File: src/rtl/cla_nibble_seq_adder.sv
// Multi-cycle W-bit adder that time-shares one 4-bit carry-lookahead slice
// across operand nibbles, LSB first, with a registered carry between passes.

module cla_adder_4bit (
   input  logic [3:0] a_i,
   input  logic [3:0] b_i,
   input  logic       cin_i,
   output logic [3:0] sum_o,
   output logic       cout_o
);
   logic [3:0] p, g;
   logic [4:0] c;

   assign p = a_i ^ b_i;
   assign g = a_i & b_i;

   // Flattened lookahead: every carry comes straight from g/p and cin.
   assign c[0] = cin_i;
   assign c[1] = g[0] | (p[0] & cin_i);
   assign c[2] = g[1] | (p[1] & g[0]) | (p[1] & p[0] & cin_i);
   assign c[3] = g[2] | (p[2] & g[1]) | (p[2] & p[1] & g[0])
               | (p[2] & p[1] & p[0] & cin_i);
   assign c[4] = g[3] | (p[3] & g[2]) | (p[3] & p[2] & g[1])
               | (p[3] & p[2] & p[1] & g[0])
               | (p[3] & p[2] & p[1] & p[0] & cin_i);

   assign sum_o  = p ^ c[3:0];
   assign cout_o = c[4];
endmodule

module cla_nibble_seq_adder #(
   parameter int NIBBLES = 4
) (
   input  logic                 clk_i,
   input  logic                 reset_i,
   input  logic                 start_i,
   input  logic [4*NIBBLES-1:0] a_i,
   input  logic [4*NIBBLES-1:0] b_i,
   input  logic                 cin_i,
   output logic                 busy_o,
   output logic                 done_o,
   output logic [4*NIBBLES-1:0] sum_o,
   output logic                 cout_o,
   output logic                 ovf_o
);
   localparam int W  = 4 * NIBBLES;
   localparam int IW = $clog2(NIBBLES);

   typedef enum logic [1:0] {IDLE, RUN, DONE} state_t;

   state_t          state_q, state_d;
   logic [IW-1:0]   idx_q, idx_d;
   logic [W-1:0]    opa_q, opa_d, opb_q, opb_d, sum_q, sum_d;
   logic            carry_q, carry_d, cout_q, cout_d, ovf_q, ovf_d;

   logic [3:0]      sl_a, sl_b, sl_sum;
   logic            sl_cout, accept, last;

   assign sl_a = opa_q[4*idx_q +: 4];
   assign sl_b = opb_q[4*idx_q +: 4];

   cla_adder_4bit u_slice (
      .a_i    (sl_a),
      .b_i    (sl_b),
      .cin_i  (carry_q),
      .sum_o  (sl_sum),
      .cout_o (sl_cout)
   );

   assign accept = start_i && (state_q == IDLE || state_q == DONE);
   assign last   = (idx_q == IW'(NIBBLES - 1));

   always_comb begin
      state_d = state_q;
      idx_d   = idx_q;
      opa_d   = opa_q;
      opb_d   = opb_q;
      carry_d = carry_q;
      sum_d   = sum_q;
      cout_d  = cout_q;
      ovf_d   = ovf_q;
      case (state_q)
         IDLE, DONE: begin
            state_d = accept ? RUN : IDLE;
            if (accept) begin
               opa_d   = a_i;
               opb_d   = b_i;
               carry_d = cin_i;
               idx_d   = '0;
               sum_d   = '0;
               cout_d  = 1'b0;
               ovf_d   = 1'b0;
            end
         end
         RUN: begin
            sum_d[4*idx_q +: 4] = sl_sum;
            carry_d = sl_cout;
            idx_d   = idx_q + IW'(1);
            if (last) begin
               // Overflow judged on the latched MSBs, not the live inputs.
               cout_d  = sl_cout;
               ovf_d   = (opa_q[W-1] == opb_q[W-1]) && (sl_sum[3] != opa_q[W-1]);
               state_d = DONE;
            end
         end
         default: state_d = IDLE;
      endcase
   end

   always_ff @(posedge clk_i) begin
      if (reset_i) begin
         state_q <= IDLE;
         idx_q   <= '0;
         opa_q   <= '0;
         opb_q   <= '0;
         carry_q <= 1'b0;
         sum_q   <= '0;
         cout_q  <= 1'b0;
         ovf_q   <= 1'b0;
      end else begin
         state_q <= state_d;
         idx_q   <= idx_d;
         opa_q   <= opa_d;
         opb_q   <= opb_d;
         carry_q <= carry_d;
         sum_q   <= sum_d;
         cout_q  <= cout_d;
         ovf_q   <= ovf_d;
      end
   end

   assign busy_o = (state_q == RUN);
   assign done_o = (state_q == DONE);
   assign sum_o  = sum_q;
   assign cout_o = cout_q;
   assign ovf_o  = ovf_q;
endmodule

File: config.mk
export PLATFORM = sky130hd
export DESIGN_NAME = cla_nibble_seq_adder
export DESIGN_NICKNAME = d
export VERILOG_FILES = /design/src/rtl/cla_nibble_seq_adder.sv
export SDC_FILE = /design/constraint.sdc
export NUM_CORES = 1
export LEC_CHECK = 0
export ABC_AREA = 0
export BUFFER_PORTS_ARGS = -buffer_cell sky130_fd_sc_hd__buf_2
export CAP_MARGIN = 20
export CELL_PAD_IN_SITES_DETAIL_PLACEMENT = 1
export CELL_PAD_IN_SITES_GLOBAL_PLACEMENT = 2
export CORE_ASPECT_RATIO = 0.7
export CORE_UTILIZATION = 34
export DETAILED_ROUTE_END_ITERATION = 7
export PLACE_DENSITY_LB_ADDON = 0.1
export RECOVER_POWER = 25
export SETUP_SLACK_MARGIN = 0.05
export SLEW_MARGIN = 20
export SYNTH_ARGS = -nofsm -noshare
export SYNTH_HDL_FRONTEND = slang
export SYNTH_SLANG_ARGS = --single-unit
File: constraint.sdc
create_clock -name clk_i -period 5.1 [get_ports clk_i]
set_input_delay 1.02 -clock clk_i [delete_from_list [all_inputs] [get_ports clk_i]]
set_output_delay 1.02 -clock clk_i [all_outputs]
set_load 0.05 [all_outputs]
==> metrics.yaml <==
root_buffer: "clkbuf_8"
fin_nets: 377
vdd_drop_max_v: 0.000175
synth_top_area_cell: "dfxtp_1"
postPlaceCellArea_um2: 2830
fp.dieW_um: 104
skew_ns: 0.0106
grt_use_total_pct: 18.5
final_core_util_pct: 42.6
async_flop_share_pct: 0
syn_area_um2: 2480
ctsResizeCount: 0
rsz0062_at_grt: "no"
port-buffer-count: 55
dp.cells: 418
hold_viol_final: 0
layout-drive-gt1-share_pct: 23.8
overflow: 0
finalCritPeriodShare_pct: 61.2
dr.pass1.iters: 4
start_kind: "flop"
first_iter_violations: 81
violations: "max-capacitance violations, max-slew violations"
path_class: "flop to flop"
cts-buffers-inserted: 5
avgSynthCellArea_um2: 8.75
ios: 56
cp_max_fo: 15
power_density_nw_per_um2: 305
synth_cells: 283
finalPower_uw: 896
htree_levels: 2
synth.area.top_cells: "dfxtp_1 44%, nand2_1 11%, a21oi_1 8.9%"
drc: 0
holdPathEnd: "opa_q[4]$_SDFFE_PP0P_"
grt_pass1_vias: 2083
setup_tns_ns: 0
die_y_um: 73.4
antenna_cells: 0
cts_tree: "yes"
postSynthRegisterBits: 55
maxCapViolCount: 1
syn2layout_area_growth_pct: 18.4
fillers: 837
holdBufCountCts: 0
num_vias: 2163
vias_per_cell: 5.08
antenna_found_initial: 0
layout_min_cycle_time_ns: 3.12
crit_required_ns: 5.31
r2r_cells: 6
post-synth-top-count-cell: "nand2_1"
ant_nets: 0
synth_ff_type: "dfxtp_1"
path_clk_slew_ns: 0.11
end_kind: "flop"
layout.cells.non_filler: 426
cts_setup_buffers: 0
worstMarginPinSlew_ns: 1.71
relSlewSlack_pct: -14.3
dpl.hpwl_um: 4770
synth.distinct_cells: 34
cts_buffer_depth: 2
status: "finished, violations left"
ys_top_cells_by_count: "75 x nand2_1, 55 x dfxtp_1, 44 x a21oi_1, 17 x nor2_1, 11 x clkbuf_1"
clk_latency_ns: 0.31
max_freq_mhz: 320
hold_path_depth: 2
gp_congestion: 0.733
start_util_pct: 36.0
syn_nets: 329
r2r_setup_slack_ns: 1.98
synth_edf_count: 0
yosys_warnings: 0
p_leak_uw: 0.00120
core_region_area_um2: 6880
fin_area_um2: 2930
grt_pass1_wl_um: 11000
wl_um: 6490
setup_violations: 0
clock_sinks: 55
die_area_um2: 7640
ys_seq_area_share_pct: 44.4
r2r-end: "ovf_o$_SDFFE_PP0P_"
worstPathArrival_ns: 3.33
worstHoldStart: "opa_q[4]$_SDFFE_PP0P_"
grt_max_degree: 40
wire_per_inst_um: 15.2
r2r-start: "idx_q[0]$_SDFFE_PP0P_"
num_rows: 25
synth_top_area_share_pct: 44.4
hp-class: "flop to flop"
maxSlewViolCount: 40
[per-stage QoR]
step / hold slack, ns / worst slack, ns
2_1_floorplan: 0.433 / 2.51
3_3_place_gp: 0.443 / 2.08
3_5_place_dp: 0.448 / 1.98
4_1_cts: 0.463 / 1.95
5_1_grt: 0.487 / 1.71
6_report: 0.461 / 1.98
[flip-flops by register name, summed over array words and instances, names as in the netlist]
| register | flops |
|---|---|
| carry_q | 1 |
| cout_o | 1 |
| idx_q | 2 |
| opa_q | 16 |
| opb_q | 16 |
| ovf_o | 1 |
| state_q | 2 |
| sum_o | 16 |
[critical path, cell delays in order, from the launching register on]
cell     delay [ns]
dfxtp_1        0.91
mux4_2         0.61
ha_1           0.49
o21ai_0        0.14
o21ai_0        0.53
a311o_1        0.27
nand3_1        0.06
[metal layers]
layer	track usage (%)	vias to the layer above	share of wire [%]
met4	3.33	0	0.39
met1	27.9	1039	54
met3	3.82	2	4.4
met2	27.2	44	41
li1	-	1078	-
met5	0	-	0
[area by class of cell]
| type | instances | area, um2 | share of cell area [%] |
|---|---|---|---|
| clock buffers | 5 | 68.8 | 2.35 |
| well taps | 94 | 118 | 4.01 |
| inverters | 5 | 18.8 | 0.640 |
| multi-input cells | 206 | 1290 | 44.0 |
| repair buffers | 58 | 290 | 9.89 |
| clock inverters | 3 | 47.5 | 1.62 |
| flip-flops and latches | 55 | 1100 | 37.5 |
[kinds of logic (layout without fill, tap and decap cells)]
kind of cell	after synthesis	in the layout	synth area share (%)
AO/OA/AOI/OAI	67	67	15.6
multiplexers	8	8	7.27
flip-flops	55	55	44.4
adder cells (fa/ha/maj)	10	10	5.35
XOR/XNOR	2	2	0.707
buffers and inverters	22	71	3.48
AND/OR/NAND/NOR	119	119	23.1
[report_power, final]
group          internal (uW)  total (uW)  leakage, uW  switching [uW]
sequential               448         466     0.000449            17.3
combinational           48.1         132     0.000690            83.9
clock                    149         299    0.0000587             150
total                    645         896      0.00120             251
[worst max-delay path by stage]
| stage | start | end | depth (start not counted) |
|---|---|---|---|
| final | idx_q[0]$_SDFFE_PP0P_ | ovf_o$_SDFFE_PP0P_ | 6 |
| after global routing | idx_q[0]$_SDFFE_PP0P_ | sum_o[3]$_SDFFE_PP0P_ | 6 |
| after floorplan | idx_q[0]$_SDFFE_PP0P_ | ovf_o$_SDFFE_PP0P_ | 7 |
| after CTS | idx_q[0]$_SDFFE_PP0P_ | ovf_o$_SDFFE_PP0P_ | 6 |
| after detailed placement | idx_q[0]$_SDFFE_PP0P_ | ovf_o$_SDFFE_PP0P_ | 6 |
| after global placement | idx_q[0]$_SDFFE_PP0P_ | ovf_o$_SDFFE_PP0P_ | 6 |
[layout by cell type (no fill, tap or decap), types with 2 or more instances in the layout]
master,synthesis,routed
inv_1,4,4
nand4_1,5,5
ha_1,9,9
a31oi_1,3,3
nand3_1,4,4
nor2_1,17,17
a21o_1,2,2
buf_2,3,55
a22oi_1,10,10
nand3b_1,3,3
or3b_1,3,3
nor4_4,3,3
o21ai_0,3,3
clkbuf_1,11,2
dfxtp_1,55,55
mux4_2,8,8
xor2_1,2,2
clkbuf_8,0,5
nand2b_1,2,2
nor2b_1,2,2
nand2_1,75,75
a21oi_1,44,44
Note: power is estimated with default switching activity, not from simulation.
